<file path="src/rtl/rgb_pkg.sv">
// Shared definitions for the lights selector and the RGB PWM driver:
// colour word layout, PWM width and a few named colours.
package rgb_pkg;

    localparam int PWM_W    = 8;
    localparam int COLOUR_W = 24;
    localparam int N_CH     = 3;

    // Colour word is {R, G, B}, 8 bits per channel
    localparam int R_MSB = 23;
    localparam int R_LSB = 16;
    localparam int G_MSB = 15;
    localparam int G_LSB = 8;
    localparam int B_MSB = 7;
    localparam int B_LSB = 0;

    localparam logic [COLOUR_W-1:0] WHITE = 24'hFFFFFF;
    localparam logic [COLOUR_W-1:0] OFF   = 24'h000000;

    // Duty of all-ones means "always on", so white has no 1/256 dropout
    localparam logic [PWM_W-1:0] DUTY_FULL = 8'hFF;
    // Last count of a PWM period
    localparam logic [PWM_W-1:0] PWM_LAST  = 8'hFF;

    typedef enum int {
        CH_R = 0,
        CH_G = 1,
        CH_B = 2
    } channel_e;

    // Extract one channel's duty byte from a colour word
    function automatic logic [PWM_W-1:0] channel_duty(
        input logic [COLOUR_W-1:0] colour,
        input int                  ch
    );
        logic [PWM_W-1:0] duty;
        case (ch)
            CH_R:    duty = colour[R_MSB:R_LSB];
            CH_G:    duty = colour[G_MSB:G_LSB];
            default: duty = colour[B_MSB:B_LSB];
        endcase
        return duty;
    endfunction

    // Prescaler counter width; a single bit is kept even for PRESCALE=1
    function automatic int presc_width(input int prescale);
        return (prescale > 1) ? $clog2(prescale) : 1;
    endfunction

endpackage

</file>
<file path="src/rtl/rgb_pwm_driver_pwm_channel.sv">
// One PWM output channel: compares the shared period counter against this
// channel's duty and registers the result as the LED drive.
module pwm_channel
    import rgb_pkg::*;
(
    input  logic             clk,
    input  logic             rst,
    input  logic             i_enable,
    input  logic [PWM_W-1:0] i_duty,
    input  logic [PWM_W-1:0] i_pwm_cnt,
    output logic             o_led
);

    logic w_led_next;
    logic r_led;

    // Full-scale duty forces the output on so the 255 count never drops out
    assign w_led_next = i_enable && ((i_duty == DUTY_FULL) || (i_pwm_cnt < i_duty));

    // Register the drive so the pin never sees compare glitches
    always_ff @(posedge clk or posedge rst) begin
        if (rst) begin
            r_led <= 1'b0;
        end else begin
            r_led <= w_led_next;
        end
    end

    assign o_led = r_led;

endmodule

</file>
<file path="src/rtl/rgb_pwm_driver.sv">
// Three-channel PWM driver for the RGB LED. A prescaler and an 8-bit period
// counter are shared by all channels; the colour is captured into a shadow
// register only at period boundaries (or continuously while disabled), so a
// colour change never yields a partial, glitched period.
module rgb_pwm_driver
    import rgb_pkg::*;
#(
    parameter int PRESCALE = 4
) (
    input  logic                clk,
    input  logic                rst,
    input  logic                enable,
    input  logic [COLOUR_W-1:0] light,
    output logic                led_r,
    output logic                led_g,
    output logic                led_b,
    output logic                period_start
);

    localparam int             PW        = presc_width(PRESCALE);
    localparam logic [PW-1:0]  PRESC_MAX = PW'(PRESCALE - 1);

    logic [PW-1:0]       r_presc_cnt;
    logic [PWM_W-1:0]    r_pwm_cnt;
    logic [COLOUR_W-1:0] r_shadow;

    logic                w_tick;
    logic                w_period_end;
    logic [N_CH-1:0]     w_led;

    // One count step every PRESCALE enabled cycles
    assign w_tick       = enable && (r_presc_cnt == PRESC_MAX);
    // Last clock of the last count step: the next cycle starts a new period
    assign w_period_end = w_tick && (r_pwm_cnt == PWM_LAST);

    // Prescaler: free-running while enabled, parked at zero otherwise
    always_ff @(posedge clk or posedge rst) begin
        if (rst) begin
            r_presc_cnt <= '0;
        end else if (!enable) begin
            r_presc_cnt <= '0;
        end else if (r_presc_cnt == PRESC_MAX) begin
            r_presc_cnt <= '0;
        end else begin
            r_presc_cnt <= r_presc_cnt + PW'(1);
        end
    end

    // Period counter: advances on each tick, wraps 255 -> 0 naturally
    always_ff @(posedge clk or posedge rst) begin
        if (rst) begin
            r_pwm_cnt <= '0;
        end else if (!enable) begin
            r_pwm_cnt <= '0;
        end else if (w_tick) begin
            r_pwm_cnt <= r_pwm_cnt + 8'd1;
        end
    end

    // Shadow colour: tracks the input while parked so the first period after
    // enable uses the last disabled-cycle colour; otherwise only at period end
    always_ff @(posedge clk or posedge rst) begin
        if (rst) begin
            r_shadow <= OFF;
        end else if (!enable || w_period_end) begin
            r_shadow <= light;
        end
    end

    // First cycle of a period is decoded from the parked/wrapped counters;
    // rst is included so the strobe stays low while reset is held
    assign period_start = enable && !rst && (r_pwm_cnt == '0) && (r_presc_cnt == '0);

    generate
        for (genvar gi = 0; gi < N_CH; gi++) begin : g_ch
            logic [PWM_W-1:0] w_duty;

            assign w_duty = channel_duty(r_shadow, gi);

            pwm_channel u_pwm_channel (
                .clk       (clk),
                .rst       (rst),
                .i_enable  (enable),
                .i_duty    (w_duty),
                .i_pwm_cnt (r_pwm_cnt),
                .o_led     (w_led[gi])
            );
        end
    endgenerate

    assign led_r = w_led[CH_R];
    assign led_g = w_led[CH_G];
    assign led_b = w_led[CH_B];

endmodule
</file>
<file path="config.mk">
export PLATFORM = sky130hd
export DESIGN_NAME = rgb_pwm_driver
export DESIGN_NICKNAME = d
export VERILOG_FILES = /design/src/rtl/rgb_pkg.sv /design/src/rtl/rgb_pwm_driver_pwm_channel.sv /design/src/rtl/rgb_pwm_driver.sv
export SDC_FILE = /design/constraint.sdc
export NUM_CORES = 1
export LEC_CHECK = 0
export CAP_MARGIN = 20
export CORE_ASPECT_RATIO = 1.2
export CORE_MARGIN = 2
export CORE_UTILIZATION = 45
export DETAILED_ROUTE_END_ITERATION = 6
export PLACE_DENSITY_LB_ADDON = 0.05
export SYNTH_ARGS = -nofsm -noshare
export SYNTH_HDL_FRONTEND = slang
export SYNTH_SLANG_ARGS = --single-unit
export TNS_END_PERCENT = 30
</file>
<file path="constraint.sdc">
create_clock -name clk -period 2.4 [get_ports clk]
set_input_delay 0.6 -clock clk [delete_from_list [all_inputs] [get_ports clk]]
set_output_delay 0.6 -clock clk [all_outputs]
set_load 0.1 [all_outputs]
</file>
==> metrics.md <==
| Metric | Value |
|---|---|
| Outcome | `finished, final reports clean` |
| Element type at the critical path end | `primary output` |
| Vertical die dimension | `78.7 um` |
| Final wirelength | `4360 um` |
| Path type of the worst setup path | `input port to primary output` |
| Max stage delay cell, worst path | `clkdlybuf4s50_1` |
| Yosys cell types | `32` |
| TritonCTS Buffers | `5` |
| Part of the cycle the worst path needs | `95.5%` |
| Most common cell in the synthesized netlist | `dfrtp_1` |
| Routability cong. | `0.884` |
| Required arrival time at the worst endpoint | `1.80 ns` |
| Number of antenna violations at the first check in global routing | `0` |
| Setup repair after global routing missed its margin | `no` |
| Share of cells above drive strength 1 | `19.1%` |
| Source-to-sink clock delay at the later pin of the worst-skew pair | `0.29 ns` |
| Largest cells by area after synthesis | `dfrtp_1 44%, ha_1 15%, mux2_2 12%, inv_1 5.0%, nand4_1 3.0%` |
| Routed length per placed instance | `15.4 um` |
| Reg2Reg Setup Slack | `0.46 ns` |
| Commonest cells in the netlist | `37 x dfrtp_1, 28 x inv_1, 25 x ha_1` |
| Count of buffers from port buffering | `30` |
| R2R depth | `6` |
| Crit Reg-Reg Endpoint | `r_shadow[15]` |
| Post-layout util | `56.6%` |
| Sequential fraction of the synthesis area | `44.3%` |
| DRC violations left | `0` |
| Synthesized instance count | `187` |
| Hold Path Depth | `1` |
| Vias in the first global route | `1623` |
| Count of nets left with antenna violations after detail routing | `0` |
| Maximum fanout along the worst path | `2` |
| Clock tree buffer depth | `2` |
| Number of max-capacitance violations reported | `0` |
| Area share of the leading cell type in the synthesized netlist | `44.3%` |
| H-tree levels | `2` |
| Power per cell area | `543 nW/um^2` |
| Initial core utilization | `46.2%` |
| Area of the core region | `4530 sq um` |
| 1st-iter DRT viols | `53` |
| Crit Reg-Reg Startpoint | `r_pwm_cnt[1]` |
| Reg clk slew, reported paths | `0.07 ns` |
| Fmax | `436 MHz` |
| # clock sinks | `37` |
| First-pass detailed-route iteration total | `4` |
| Finish-stage setup viols | `0` |
| Clock Root Buffer | `clkbuf_8` |
| Maximum number of pins on one net before global-route repair | `38` |
| Die X | `66.2 um` |
| Total congestion overflow after global routing | `0` |
| Post-synthesis to final-layout area growth | `22.5%` |
| Post-synthesis net count | `239` |
| Post-synth top area cell | `dfrtp_1` |
| Number of gates resized after cts | `0` |
| Relative slew slack | `69.0%` |
| Overall fraction of global-route tracks in use | `18.9%` |
| Crit path cell chain | `clkdlybuf4s50_1 -> nand2_1 -> nor3_1 -> and4_2 -> buf_12` |
| Nature of the critical path startpoint | `input port` |
| Leakage power total | `1.23 nW` |
| Worst Max-Slew Pin Slew | `0.464 ns` |
| Count of flip-flops with a built-in enable after synthesis | `0` |
| Clock period minus worst slack | `2.29 ns` |
| Diode insertion count for antenna repair | `0` |
| Launch instance of the worst min-delay path | `r_presc_cnt[0]` |
| CP arrival | `1.69 ns` |
| Mapped Avg Cell Area | `11.2 sq um` |
| Maximum clock skew at final layout | `0.00461 ns` |
| DIE AREA | `5210 sq um` |
| Most used flip-flop cell after synthesis | `dfrtp_1` |
| Mapped cell area | `2090 sq um` |
| Vias post-DR | `1528` |
| Count of state elements after synthesis | `37` |
| Max stage delay on crit path | `0.48 ns` |
| Final number of max-transition violations | `0` |
| Synth warn | `0` |
| CTS hold repair buffers | `0` |
| FP Rows | `27` |
| Net count of the finished layout | `277` |
| Post-route setup TNS | `0 ns` |
| Clock tree from TritonCTS | `built` |
| Hpwl dp | `3350 um` |
| Via-per-instance ratio | `5.40` |
| Post-synth ARST share | `100%` |
| Final hold vios | `0` |
| First-pass GRT wire length | `7370 um` |
| Setup bufs post-CTS | `0` |
| Worst Hold End | `r_presc_cnt[0]` |
| Min-Delay Path Class | `flip-flop to flip-flop` |
| Worst voltage drop across the vdd grid | `0.000458 V` |
| Top-Level Pins | `31` |
[flip-flops by register name (all words and copies together) (netlist names)]
register                  cells
r_pwm_cnt                     8
r_shadow                     24
g_ch.u_pwm_channel.o_led      3
r_presc_cnt                   2
[logic make-up (layout without fill, tap and decap cells)]
kind of cell	count (synthesis)	in the layout	synth area share, %
and+or+nand+nor	40	40	10.2
DFF	37	37	44.3
buffers and inverters	32	70	6.64
adders and majority gates	25	25	15.0
muxes	25	25	13.4
AOI/OAI and AO/OA	23	23	8.49
xor gates and xnor gates	5	5	2.09
[cell type report]
class | instances | area [sq um]
Timing Repair Buffer | 35 | 340
Inverter | 28 | 109
Tap cell | 58 | 72.6
Clock buffer | 7 | 86.3
Multi-Input combinational cell | 118 | 1030
Sequential cell | 37 | 926
Fill cell | 416 | 1960
[cells in the final DEF (no fill, tap or decap), types with 2 or more instances in the layout]
cell              n
o211ai_1          3
clkdlybuf4s50_1  26
a211oi_1          3
clkbuf_8          6
a31oi_1           2
ha_1             25
o41ai_1           3
inv_1            27
a211o_1           4
nor3_1            2
nor2_1           12
nand4_1          10
xor2_1            4
dfrtp_1          37
nand2_1           4
o311ai_0          2
buf_4             8
nand3_1           2
or3_1             3
nand2b_1          2
a21oi_1           2
o21ai_0           3
mux2_2           23
[metrics by stage]
| step | instances | area [sq um] | power (mW) | setup slack [ns] | hold slack (ns) |
|---|---|---|---|---|---|
| final | 283 | 2560 | 1.39 | 0.109 | 0.472 |
| after CTS | 283 | 2560 | 1.42 | 0.0850 | 0.480 |
| after global placement | 276 | 2480 | 0.955 | 0.110 | 0.454 |
| after global routing | 283 | 2560 | 1.47 | 0.0386 | 0.508 |
| after detailed placement | 276 | 2480 | 0.974 | 0.0957 | 0.471 |
| after floorplan | 187 | 2100 | 0.872 | 0.0924 | 0.429 |
[per-layer routing]
metal,vias to the layer above,share of wire (%),global-route usage [%]
met5,-,0,0
met4,0,1.7,7.35
met3,7,3.8,4.25
met2,37,54,34.6
met1,751,40,20.7
li1,733,-,-
[power breakdown]
part	switching [mW]	internal [mW]	leakage, nW	total [mW]
Combinational	0.122	0.124	0.735	0.246
Sequential	0.0386	0.673	0.452	0.711
Clock	0.207	0.228	0.0443	0.434
Total	0.367	1.02	1.23	1.39
[critical path, delay by kind of cell]
| kind | cells | cell delay, ns |
|---|---|---|
| buffers and inverters | 2 | 0.66 |
| AND/OR/NAND/NOR | 3 | 0.43 |
[worst max path at each step]
stage,startpoint,end,slack (ns),depth (start not counted)
floorplan,rst,period_start,0.09,2
global placement,enable,period_start,0.11,5
detailed placement,enable,period_start,0.1,5
CTS,enable,period_start,0.08,5
global route,enable,period_start,0.04,5
finish,enable,period_start,0.11,5
Note: power is estimated with default switching activity, not from simulation.
